<file path="config.mk">
export PLATFORM = sky130hd
export DESIGN_NAME = periph_rr_arbiter
export DESIGN_NICKNAME = d
export VERILOG_FILES = /design/src/rtl/periph_arb_pkg.sv /design/src/rtl/periph_rr_arbiter_rr_pick.sv /design/src/rtl/periph_rr_arbiter.sv
export SDC_FILE = /design/constraint.sdc
export NUM_CORES = 1
export LEC_CHECK = 0
export BUFFER_PORTS_ARGS = -buffer_cell sky130_fd_sc_hd__buf_2
export CAP_MARGIN = 20
export CORE_MARGIN = 2
export CORE_UTILIZATION = 60
export DETAILED_ROUTE_END_ITERATION = 16
export PLACE_DENSITY_LB_ADDON = 0.08
export SLEW_MARGIN = 20
export SYNTH_ARGS = -nofsm -noshare
export SYNTH_HDL_FRONTEND = slang
export SYNTH_SLANG_ARGS = --single-unit
</file>
<file path="constraint.sdc">
create_clock -name clk -period 5.05 [get_ports clk]
set_clock_uncertainty 0.05 [all_clocks]
set_input_delay 0.505 -clock clk [delete_from_list [all_inputs] [get_ports clk]]
set_output_delay 0.505 -clock clk [all_outputs]
set_load 0.03 [all_outputs]
</file>
<file path="src/rtl/periph_arb_pkg.sv">
// Shared types and constants for the four-requester peripheral port arbiter.
package periph_arb_pkg;

  localparam int NUM_REQ = 4;
  localparam int SEL_W   = 2;

  typedef enum logic {IDLE, GRANT} arb_state_t;

  function automatic logic [NUM_REQ-1:0] onehot4(input logic [SEL_W-1:0] sel);
    logic [NUM_REQ-1:0] oh;
    oh      = '0;
    oh[sel] = 1'b1;
    return oh;
  endfunction

endpackage

</file>
<file path="src/rtl/periph_rr_arbiter_rr_pick.sv">
// Rotating priority encoder: first set request scanning upward from last+1, wrapping.
module rr_pick
  import periph_arb_pkg::*;
(
  input  logic [NUM_REQ-1:0] req,
  input  logic [SEL_W-1:0]   last,
  output logic               valid,
  output logic [SEL_W-1:0]   winner
);

  always_comb begin
    logic [SEL_W-1:0] idx;
    valid  = 1'b0;
    winner = '0;
    idx    = '0;
    // idx wraps naturally in SEL_W bits; i == NUM_REQ lands back on last itself
    for (int i = 1; i <= NUM_REQ; i++) begin
      idx = last + SEL_W'(i);
      if (!valid && req[idx]) begin
        valid  = 1'b1;
        winner = idx;
      end
    end
  end

endmodule

</file>
<file path="src/rtl/periph_rr_arbiter.sv">
// Round-robin arbiter for the shared peripheral port: grant held until ack,
// withdraw or watchdog timeout, with one IDLE turnaround cycle between grants.
module periph_rr_arbiter
  import periph_arb_pkg::*;
#(
  parameter int TIMEOUT = 15,
  parameter int CNT_W   = 8
) (
  input  logic               clk,
  input  logic               reset,
  input  logic [NUM_REQ-1:0] req,
  input  logic               ack,
  output logic [SEL_W-1:0]   sel,
  output logic [NUM_REQ-1:0] gnt,
  output logic               busy,
  output logic               timeout_err
);

  arb_state_t         state_q, state_d;
  logic [SEL_W-1:0]   sel_q, sel_d;
  logic [SEL_W-1:0]   last_q, last_d;
  logic [NUM_REQ-1:0] gnt_q, gnt_d;
  logic               busy_q, busy_d;
  logic               terr_q, terr_d;
  logic [CNT_W-1:0]   wdog_q, wdog_d;

  logic               pick_valid;
  logic [SEL_W-1:0]   pick_winner;

  rr_pick u_pick (
    .req    (req),
    .last   (last_q),
    .valid  (pick_valid),
    .winner (pick_winner)
  );

  always_comb begin
    state_d = state_q;
    sel_d   = sel_q;
    last_d  = last_q;
    gnt_d   = gnt_q;
    busy_d  = busy_q;
    terr_d  = 1'b0;
    wdog_d  = wdog_q;
    case (state_q)
      IDLE: begin
        if (pick_valid) begin
          state_d = GRANT;
          sel_d   = pick_winner;
          gnt_d   = onehot4(pick_winner);
          busy_d  = 1'b1;
          wdog_d  = '0;
        end
      end
      GRANT: begin
        if (ack || !req[sel_q] || (wdog_q == CNT_W'(TIMEOUT - 1))) begin
          state_d = IDLE;
          gnt_d   = '0;
          busy_d  = 1'b0;
          last_d  = sel_q;
          terr_d  = !ack && req[sel_q];
        end else if (wdog_q != '1) begin
          wdog_d = wdog_q + CNT_W'(1);
        end
      end
      default: state_d = IDLE;
    endcase
  end

  always_ff @(posedge clk or posedge reset) begin
    if (reset) begin
      state_q <= IDLE;
      sel_q   <= '0;
      last_q  <= SEL_W'(NUM_REQ - 1);
      gnt_q   <= '0;
      busy_q  <= 1'b0;
      terr_q  <= 1'b0;
      wdog_q  <= '0;
    end else begin
      state_q <= state_d;
      sel_q   <= sel_d;
      last_q  <= last_d;
      gnt_q   <= gnt_d;
      busy_q  <= busy_d;
      terr_q  <= terr_d;
      wdog_q  <= wdog_d;
    end
  end

  assign sel         = sel_q;
  assign gnt         = gnt_q;
  assign busy        = busy_q;
  assign timeout_err = terr_q;

endmodule

</file>
==> summary.txt, run 1 <==
Run status
  • Status: finished, final reports clean

Detailed routing
  • Vias: between 900 and 1k
  • WL/cell: 14.69 um
  • Detailed router's first-iteration violation count: 20
  • Drt pass-1 iters: 4
  • DRC: 0
  • Antenna-violating nets left: 0
  • Number of vias per cell: 6.155
  • WL final: 2174 um

Logic synthesis
  • Post-synth EDFFs: 0
  • Post-synth cell types: 44
  • Post-Syn Instances: 108
  • Mapped Nets: 117
  • Yosys reg bits: 19
  • Leading register cell type out of synthesis: dfrtp_1
  • Syn avg cell area: 10.22 um2
  • Synthesis Warnings: 0
  • Asr flop ratio synth: 100.0%
  • Register area share after synthesis: 43.31%
  • Cell area after synthesis: about 1100 um2

Clock tree
  • H-tree depth: 1
  • CTS tree: built
  • PostCTS Resize Cnt: 0
  • CTS Buf Count: 3
  • Clock buffer depth: 2
  • Root Driver: clkbuf_4
  • TritonCTS Sinks: 19
  • Worst-path clk slew: between 100 and 150 ps
  • Later-pin clock latency in the skew report: ~290 ps
  • Hold Buf Count CTS: 0
  • Post-CTS Setup Bufs: 0

Worst setup path
  • Crit path max fanout: 10
  • Kind of critical path: reg -> reg
  • Arrival @ worst endpoint: 2060 ps
  • Critical Path End Type: flip-flop
  • Startpoint types: flip-flop
  • Req. time, crit path: 5170 ps

Global route
  • Largest net degree at the start of global routing: 21
  • Tot GR Track Use: 22.72%
  • Initial antenna violation count: 0
  • Vias in the first global route: 821
  • Gr ovfl total: 0
  • First-pass GRT wire length: 3574 um

Power
  • P_leak: 0.0005454 uW
  • Pwr/cell area: between 500 and 600 nW/um2
  • Overall Power: 639.5 uW
  • Peak supply drop: 0.3728 mV

Floorplanning
  • Die extent in y: between 40 and 50 um
  • Top Ports: 15
  • Die W: ~47 um
  • Starting Density: 63.91%
  • Cell Rows: 15
  • Core area: 1727 um2
  • Die area: approximately 2200 um2

Cells and area
  • Nets: 133
  • Synth-to-Final Area Change: 10.09%
  • ANT cells: 0
  • Fillcell total: 151
  • FF/Latch Area: 478.0 um2
  • Area of the multi-input gates: slightly below 600 um2
  • Share of layout cells above drive strength 1: ~27%

STA
  • Max_slew headroom: between 50% and 60%
  • Period utilization: approximately two fifths
  • Achievable Freq: 515.2 MHz
  • Max-slew violation count: 0
  • RSZ-0062 raised after global routing: no
  • Final hold viol count: 0
  • Fin crit period: between 1500 and 2000 ps
  • Worst-Margin Slew: 725.1 ps
  • Post-Route Setup TNS: 0 ps
  • Endpoints failing setup: 0

Min path
  • Worst min path class: in -> async

Placed design
  • Number of port buffers: 14
  • Routability cong.: 0.9007
  • Dpl hpwl: ~1600 um

Job
  • Max-cap check violation count: 0
==> worst max-delay path: stages, from the launching register on <==
cell	delay, ps
dfrtp_1	440
mux2_2	400
a221oi_2	610
nor4b_1	170
mux2i_1	160
==> cells by family (layout without fill, tap and decap cells) <==
logic type	after synthesis	in the layout	share of synthesized area [%]
multiplexers	7	7	7.256
flip-flops	19	19	43.31
buffers and inverters	7	22	2.948
AND/OR/NAND/NOR	41	41	22.00
AO/OA/AOI/OAI	32	32	22.22
adder cells (fa/ha/maj)	2	2	2.267
==> Yosys cell counts, drive strengths merged (3+ instances only) <==
| library cell | instances | share of area, % |
|---|---|---|
| dfrtp | 17 | 39 |
| nand2 | 10 | 3.6 |
| nor2 | 6 | 2.0 |
| o21ai | 6 | 2.7 |
| mux2 | 5 | 5.4 |
| inv | 4 | 1.4 |
| o32ai | 4 | 3.2 |
| a21boi | 3 | 2.0 |
| a21oi | 3 | 1.4 |
| and3 | 3 | 2.2 |
| buf | 3 | 1.6 |
| nand2b | 3 | 1.7 |
| o21a | 3 | 2.0 |
| or4 | 3 | 2.0 |
==> area by class of cell <==
class,count,area share (%)
clock inverter,1,0.4119
tap,25,2.575
timing repair buffer,14,5.767
inverter,4,1.236
sequential,19,39.34
multi-input combinational,82,48.82
clock buffer,3,1.854
==> sequential cells by signal, indices dropped and copies added, names as in the netlist <==
name         cells
state_q          1
timeout_err      1
gnt              4
busy             1
last_q           2
wdog_q           8
sel              2
==> power by group <==
group | switching (uW) | internal, uW | total (uW)
combinational | 187 | 125 | 312
clock | 47.0 | 29.4 | 76.5
sequential | 46.0 | 205 | 251
total | 280 | 359 | 639
==> routing by layer <==
metal  GRT usage [%]  share of wire (%)  routed length, um  vias to the layer above
met2           39.18                 53               1157                       15
met1           28.99                 43                944                      450
met5               0                  0                  0                        -
li1                -                  -                  -                      444
met3           3.846                2.7                 59                        2
met4           7.222               0.60                 13                        0
==> cells in the final DEF (no fill, tap or decap), drive strengths merged, types with 2 or more instances in the layout <==
cell type / synthesis / final
dfrtp: 17 / 17
buf: 3 / 14
nand2: 10 / 10
nor2: 6 / 6
o21ai: 6 / 6
mux2: 5 / 5
inv: 4 / 4
o32ai: 4 / 4
or4: 3 / 3
o21a: 3 / 3
nand2b: 3 / 3
a21oi: 3 / 3
clkbuf: 0 / 3
and3: 3 / 3
a21boi: 3 / 3
or2b: 2 / 2
nor3: 2 / 2
nand4: 2 / 2
mux2i: 2 / 2
o31a: 2 / 2
nor4: 2 / 2
nand3: 2 / 2
o31ai: 2 / 2
ha: 2 / 2
dfstp: 2 / 2
o22ai: 2 / 2
==> through the flow <==
stage / utilization, % / cells / setup WS (ps) / hold slack, ps / cell area, um2
2_1_floorplan: - / 108 / 3066 / 404.7 / 1104
3_3_place_gp: 68.77 / 144 / 2897 / 475.8 / 1187
3_5_place_dp: 68.77 / 144 / 2865 / 475.0 / 1187
4_1_cts: 70.36 / 148 / 3126 / 284.9 / 1215
5_1_grt: 70.36 / 148 / 3026 / 307.4 / 1215
6_report: 70.36 / 148 / 3109 / 257.0 / 1215
==> path summary, 6_finish.rpt <==
check / from / end / slack, ps / depth (start not counted)
max in group asynchronous: reset / wdog_q[1] / 4230 / 2
worst min-delay path: reset / busy / 260 / 2
min in group clk: busy / busy / 490 / 2
worst min register to register: busy / busy / 490 / 2
worst max register to register: sel[0] / wdog_q[7] / 3110 / 4
worst max-delay path: sel[0] / wdog_q[7] / 3110 / 4
(Power assumes the default switching activity.)
==> inputs of run 2 (changes only) <==
--- a/config.mk
+++ b/config.mk
@@ -8,7 +8,7 @@
 export BUFFER_PORTS_ARGS = -buffer_cell sky130_fd_sc_hd__buf_2
 export CAP_MARGIN = 20
 export CORE_MARGIN = 2
-export CORE_UTILIZATION = 60
+export CORE_UTILIZATION = 55
 export DETAILED_ROUTE_END_ITERATION = 16
 export PLACE_DENSITY_LB_ADDON = 0.08
 export SLEW_MARGIN = 20
==> constraint.sdc (replaced) <==
create_clock -name clk -period 1.8 [get_ports clk]
set_clock_uncertainty 0.05 [all_clocks]
set_input_delay 0.18 -clock clk [delete_from_list [all_inputs] [get_ports clk]]
set_output_delay 0.18 -clock clk [all_outputs]
set_load 0.03 [all_outputs]
==> summary.txt, run 2 (synthesis gave the netlist of run 1 again) <==
Placed design
  • Routability cong.: 0.8555 (was 0.9007)
  • Dpl hpwl: 1741 um (was 1620 um)
  • Number of port buffers: 14 (unchanged)

Clock tree
  • CTS tree: built (unchanged)
  • Root Driver: clkbuf_4 (unchanged)
  • Clock buffer depth: 2 (unchanged)
  • Worst-path clk slew: 110 ps (about the same)
  • TritonCTS Sinks: 19 (unchanged)
  • CTS Buf Count: 3 (unchanged)
  • H-tree depth: 1 (unchanged)
  • Later-pin clock latency in the skew report: 300 ps (was 290 ps)

Detailed routing
  • Antenna-violating nets left: 0 (unchanged)
  • WL final: 2431 um (was 2174 um)
  • Detailed router's first-iteration violation count: 13 (was 20)
  • WL/cell: 14.38 um (was 14.69 um)
  • Drt pass-1 iters: 4 (unchanged)
  • Number of vias per cell: 5.834 (was 6.155)
  • DRC: 0 (unchanged)
  • Vias: 986 (was 911)

Run status
  • Status: finished, final reports clean (unchanged)

Global route
  • Gr ovfl total: 0 (unchanged)
  • Vias in the first global route: 936 (was 821)
  • First-pass GRT wire length: 4029 um (was 3574 um)
  • Initial antenna violation count: 0 (unchanged)
  • Largest net degree at the start of global routing: 20 (was 21)
  • Tot GR Track Use: 21.48% (was 22.72%)

Floorplanning
  • Die extent in y: 48.80 um (was 46.89 um)
  • Die W: 48.80 um (was 46.89 um)
  • Top Ports: 15 (unchanged)
  • Die area: 2381 um2 (was 2198 um2)
  • Cell Rows: 16 (was 15)
  • Core area: 1922 um2 (was 1727 um2)
  • Starting Density: 57.42% (was 63.91%)

STA
  • Final hold viol count: 0 (unchanged)
  • Endpoints failing setup: 0 (unchanged)
  • RSZ-0062 raised after global routing: yes (was no)
  • Achievable Freq: 561.3 MHz (was 515.2 MHz)
  • Max-slew violation count: 0 (unchanged)
  • Max_slew headroom: 53.47% (was 51.61%)
  • Period utilization: 98.98% (was 38.44%)
  • Fin crit period: 1782 ps (was 1941 ps)
  • Worst-Margin Slew: 697.2 ps (was 725.1 ps)
  • Hold WS: 194.2 ps (was 257.0 ps)

Worst setup path
  • Critical Path End Type: flip-flop (unchanged)
  • Slowest-stage cell, CP: or4b_4 (was a221oi_2)
  • Arrival @ worst endpoint: 1930 ps (was 2060 ps)
  • Crit path buf inv count: 0 (unchanged)
  • Kind of critical path: reg -> reg (unchanged)
  • Crit-path cells: or4b_4 -> or2_4 -> and3_4 -> mux2_4 (was mux2_2 -> a221oi_2 -> nor4b_1 -> mux2i_1)
  • Crit path max fanout: 3 (was 10)
  • Startpoint types: flip-flop (unchanged)
  • Crit path max-delay family: simple AND/OR/NAND/NOR gates (was compound AO/OA/AOI/OAI gates)
  • Req. time, crit path: 1950 ps (was 5170 ps)
  • Worst reg2reg setup slack: 20 ps (was 3110 ps)
  • Max incr delay on CP: 530 ps (was 610 ps)

Cells and area
  • Commonest non-fill, non-tap cell in the layout: buf_4 (was dfrtp_1)
  • ANT cells: 0 (unchanged)
  • Share of layout cells above drive strength 1: 38.03% (was 26.83%)
  • Nets: 152 (was 133)
  • Commonest cells after routing, fill and taps aside: 18 x buf_4, 16 x dfrtp_1, 14 x buf_2 (was 17 x dfrtp_1, 14 x buf_2, 9 x nand2_1)
  • Fillcell total: 153 (was 151)
  • Area of the multi-input gates: 616.8 um2 (was 593.1 um2)
  • Final core occ: 72.33% (was 70.36%)
  • FF/Latch Area: 479.2 um2 (was 478.0 um2)
  • Most flops, register: wdog_q (unchanged)
  • Max reg flops: 8 (unchanged)
  • Synth-to-Final Area Change: 25.96% (was 10.09%)

Power
  • P_leak: 0.0006409 uW (was 0.0005454 uW)
  • Peak supply drop: 0.9062 mV (was 0.3728 mV)
  • Pwr/cell area: 1433 nW/um2 (was 526.4 nW/um2)

Min path
  • Worst min path class: in -> reg (was in -> async)

Job
  • Max-cap check violation count: 0 (unchanged)
==> run 2: final timing paths <==
check | depth (start not counted) | from | endpoint
worst max-delay path | 4 | wdog_q[4] | wdog_q[1]
worst min-delay path | 4 | ack | timeout_err
worst max register to register | 4 | wdog_q[4] | wdog_q[1]
worst min register to register | 2 | gnt[2] | gnt[2]
max in group asynchronous | 3 | reset | sel[0]
min in group asynchronous | 3 | reset | wdog_q[5]
==> run 2: metrics by stage <==
step                      setup slack [ps]  area (um2)  setup TNS, ps  cells  power [uW]
after global placement               21.05        1289              0    158        1683
after floorplan                     -13.54        1112         -13.54    108        1405
after CTS                           -5.799        1336         -5.799    164        1959
after global routing                -39.09        1390         -110.2    169        2131
final                                18.31        1390              0    169        1992
after detailed placement            -1.793        1289         -1.793    158        1711
==> run 2: repair_timing <==
item,in CTS,in global routing
resized for setup,0,4
setup buffers,1,5
hold buffers,1,0
gates cloned,0,0
endpoints found under the setup margin,1,9
endpoints found under the hold margin,17,0
pin swaps,2,5
==> run 2: final cells by class <==
cell class	count	share of cell area, %
inverters	4	1.080
repair buffers	33	15.48
clock inverters	1	0.5401
clock buffers	3	1.620
well taps	27	2.430
multi-input cells	82	44.37
flip-flops and latches	19	34.47
==> run 2: routing by layer <==
metal / global-route usage (%) / wire length (um) / vias up / share of wire (%)
li1: - / - / 488 / -
met1: 25.41 / 1034 / 481 / 43
met2: 39.73 / 1308 / 13 / 54
met3: 2.761 / 51 / 4 / 2.1
met4: 7.619 / 37 / 0 / 1.5
met5: 0 / 0 / - / 0
==> run 2: tightest hold or removal path: cells and delay by family <==
family / cells / cell delay, ps
buf+inv: 1 / 90
simple gates: 2 / 100
compound gates: 1 / 140
==> run 2: where the power goes <==
| part | switching [uW] | internal, uW | total, uW | leakage, uW |
|---|---|---|---|---|
| Sequential | 115 | 577 | 692 | 0.000243 |
| Combinational | 582 | 493 | 1070 | 0.000384 |
| Clock | 141 | 84.5 | 225 | 0.0000139 |
| Total | 837 | 1150 | 1990 | 0.000641 |
==> inputs of run 3 (changes only) <==
--- a/config.mk
+++ b/config.mk
@@ -7,10 +7,12 @@
 export LEC_CHECK = 0
 export BUFFER_PORTS_ARGS = -buffer_cell sky130_fd_sc_hd__buf_2
 export CAP_MARGIN = 20
+export CORE_ASPECT_RATIO = 1.1
 export CORE_MARGIN = 2
 export CORE_UTILIZATION = 55
 export DETAILED_ROUTE_END_ITERATION = 16
 export PLACE_DENSITY_LB_ADDON = 0.08
+export REMOVE_ABC_BUFFERS = 1
 export SLEW_MARGIN = 20
 export SYNTH_ARGS = -nofsm -noshare
 export SYNTH_HDL_FRONTEND = slang
==> summary.txt, run 3 (synthesis gave the netlist of run 1 again) <==
STA
  • Final hold viol count: 0 (unchanged)
  • Endpoints failing setup: 1 (was 0)
  • Post-layout worst setup margin: -14.59 ps (was 18.31 ps)
  • Max_slew headroom: 51.65% (was 53.47%)
  • Period utilization: 100.8% (was 98.98%)
  • Fin crit period: 1815 ps (was 1782 ps)
  • Worst-Margin Slew: 724.4 ps (was 697.2 ps)
  • Achievable Freq: 551.1 MHz (was 561.3 MHz)
  • RSZ-0062 raised after global routing: yes (unchanged)
  • Max-slew violation count: 0 (unchanged)

Power
  • Pint: 1178 uW (was 1154 uW)
  • Pwr/cell area: 1481 nW/um2 (was 1433 nW/um2)
  • Flop pwr share: 33.7% (was 34.8%)
  • Switching Share: 42.27% (was 42.04%)
  • Gate power share: 55.4% (was 53.9%)
  • Peak supply drop: 1.069 mV (was 0.9062 mV)
  • Clock share of power: 10.9% (was 11.3%)
  • NetSw: 862.9 uW (was 837.3 uW)
  • P_leak: 0.0006201 uW (was 0.0006409 uW)

Cells and area
  • Max reg flops: 8 (unchanged)
  • Nets: 148 (was 152)
  • Non-Filler Instances: 166 (was 169)
  • Most flops, register: wdog_q (unchanged)
  • Synth-to-Final Area Change: 24.94% (was 25.96%)
  • Fillcell total: 165 (was 153)
  • Final instance area: 1379 um2 (was 1390 um2)
  • ANT cells: 0 (unchanged)
  • Commonest non-fill, non-tap cell in the layout: dfrtp_1 (was buf_4)
  • Commonest cells after routing, fill and taps aside: 17 x dfrtp_1, 14 x buf_2, 11 x buf_4 (was 18 x buf_4, 16 x dfrtp_1, 14 x buf_2)
  • Share of layout cells above drive strength 1: 36.23% (was 38.03%)

Global route
  • Initial antenna violation count: 0 (unchanged)
  • Gr ovfl total: 0 (unchanged)
  • Tot GR Track Use: 23.24% (was 21.48%)
  • Vias in the first global route: 910 (was 936)
  • Largest net degree at the start of global routing: 20 (unchanged)
  • First-pass GRT wire length: 3884 um (was 4029 um)

Worst setup path
  • Arrival @ worst endpoint: 1960 ps (was 1930 ps)
  • Crit path max fanout: 4 (was 3)
  • Reg2reg start: wdog_q[4] (unchanged)
  • Crit-path cells: or4b_4 -> or2_4 -> and3_4 -> mux2_4 (unchanged)
  • Crit path max-delay family: simple AND/OR/NAND/NOR gates (unchanged)
  • Crit path buf inv count: 0 (unchanged)
  • Critical R2R Capture: wdog_q[1] (unchanged)
  • R2R cell count: 4 (unchanged)
  • Kind of critical path: reg -> reg (unchanged)
  • Worst reg2reg setup slack: -10 ps (was 20 ps)
  • Req. time, crit path: 1950 ps (about the same)
  • Startpoint types: flip-flop (unchanged)
  • Max incr delay on CP: 560 ps (was 530 ps)
  • Slowest-stage cell, CP: or4b_4 (unchanged)
  • Critical Path End Type: flip-flop (unchanged)

Placed design
  • Inst Count DP: 159 (was 158)
  • Number of port buffers: 14 (unchanged)
  • Routability cong.: 0.8829 (was 0.8555)
  • Dpl hpwl: 1785 um (was 1741 um)
  • DP Area: 1281 um2 (was 1289 um2)

Floorplanning
  • Starting Density: 56.39% (was 57.42%)
  • Core area: 1957 um2 (was 1922 um2)
  • Cell Rows: 17 (was 16)
  • Die W: 46.71 um (was 48.80 um)
  • Die extent in y: 50.98 um (was 48.80 um)
  • Top Ports: 15 (unchanged)
  • Die area: 2381 um2 (about the same)

Detailed routing
  • WL/cell: 14.39 um (was 14.38 um)
  • Antenna-violating nets left: 0 (unchanged)
  • Number of vias per cell: 5.861 (was 5.834)
  • Vias: 973 (was 986)
  • DRC: 0 (unchanged)
  • Detailed router's first-iteration violation count: 16 (was 13)
  • WL final: 2388 um (was 2431 um)
  • Drt pass-1 iters: 4 (unchanged)

Clock tree
  • Worst-path clk slew: 110 ps (about the same)
  • CTS tree: built (unchanged)
  • Clock buffer depth: 2 (unchanged)
  • CTS Buf Count: 3 (unchanged)
  • Later-pin clock latency in the skew report: 300 ps (about the same)
  • H-tree depth: 1 (unchanged)
  • Root Driver: clkbuf_4 (unchanged)
  • TritonCTS Sinks: 19 (unchanged)

Run status
  • Status: complete, but fails checks (was finished, final reports clean)
  • Failing checks: setup timing

Job
  • Max-cap check violation count: 0 (unchanged)

Min path
  • Worst min path class: in -> reg (unchanged)
  • WHS Endpoint: timeout_err (unchanged)
  • Hold Path Origin: ack (unchanged)
  • WHS Path Cells: 4 (unchanged)
run 3: changes by cell type in the layout (fill, tap and decap cells not counted), sizes merged:
cell,delta
buf,-4
run 3: tightest hold or removal path: cells and delay by family:
family / cells / cell delay (ps)
buffers and inverters: 1 / 90
and+or+nand+nor: 2 / 120
AOI/OAI and AO/OA: 1 / 130
run 3: per-layer routing:
metal / routed length (um) / global-route usage [%]
met1: 984 / 25.63
met2: 1303 / 41.44
met3: 56 / 3.180
met4: 43 / 12.04
met5: 0 / 0
run 3: how the worst max path moves through the flow:
stage	start	endpoint	slack, ps	cells past startpoint
2_1_floorplan	sel[0]	wdog_q[1]	-180	4
3_3_place_gp	wdog_q[5]	wdog_q[1]	-40	4
3_5_place_dp	wdog_q[5]	wdog_q[1]	-50	4
4_1_cts	wdog_q[5]	wdog_q[1]	-20	4
5_1_grt	wdog_q[4]	wdog_q[1]	-50	4
6_report	wdog_q[4]	wdog_q[1]	-10	4
run 3: cell type report:
cell class,instances,area [um2],area share [%]
clock buffer,3,22.52,1.633
clock inverter,1,7.507,0.5445
inverter,4,15.01,1.089
multi-input combinational,82,624.3,45.28
sequential,19,478.0,34.66
tap,28,35.03,2.541
timing repair buffer,29,196.4,14.25
run 3: repair_timing:
item	in CTS	in global routing
buffers inserted	1	0
hold endpoints to repair	17	0
endpoints found under the setup margin	6	9
pin swaps	1	3
resized for setup	2	9
hold buffers	1	0
cloned	0	1
run 3: power groups by stage:
stage                     Sequential (uW)  Clock [uW]  Combinational [uW]
after floorplan                       812           0                 554
after global placement                684           0                1020
after detailed placement              690           0                1040
after CTS                             685         235                1050
after global routing                  703         250                1230
final                                 687         223                1130
run 3: stage by stage:
stage	TNS, ps	hold WS (ps)	power, uW	worst slack, ps	utilization, %
CTS	-17.70	181.3	1969	-17.70	68.41
global route	-70.32	252.0	2181	-49.22	70.46
detailed placement	-51.85	278.4	1728	-51.85	65.47
finish	-14.59	200.3	2041	-14.59	70.46
floorplan	-910.9	79.65	1367	-184.0	-
global placement	-38.53	275.6	1701	-38.53	65.47
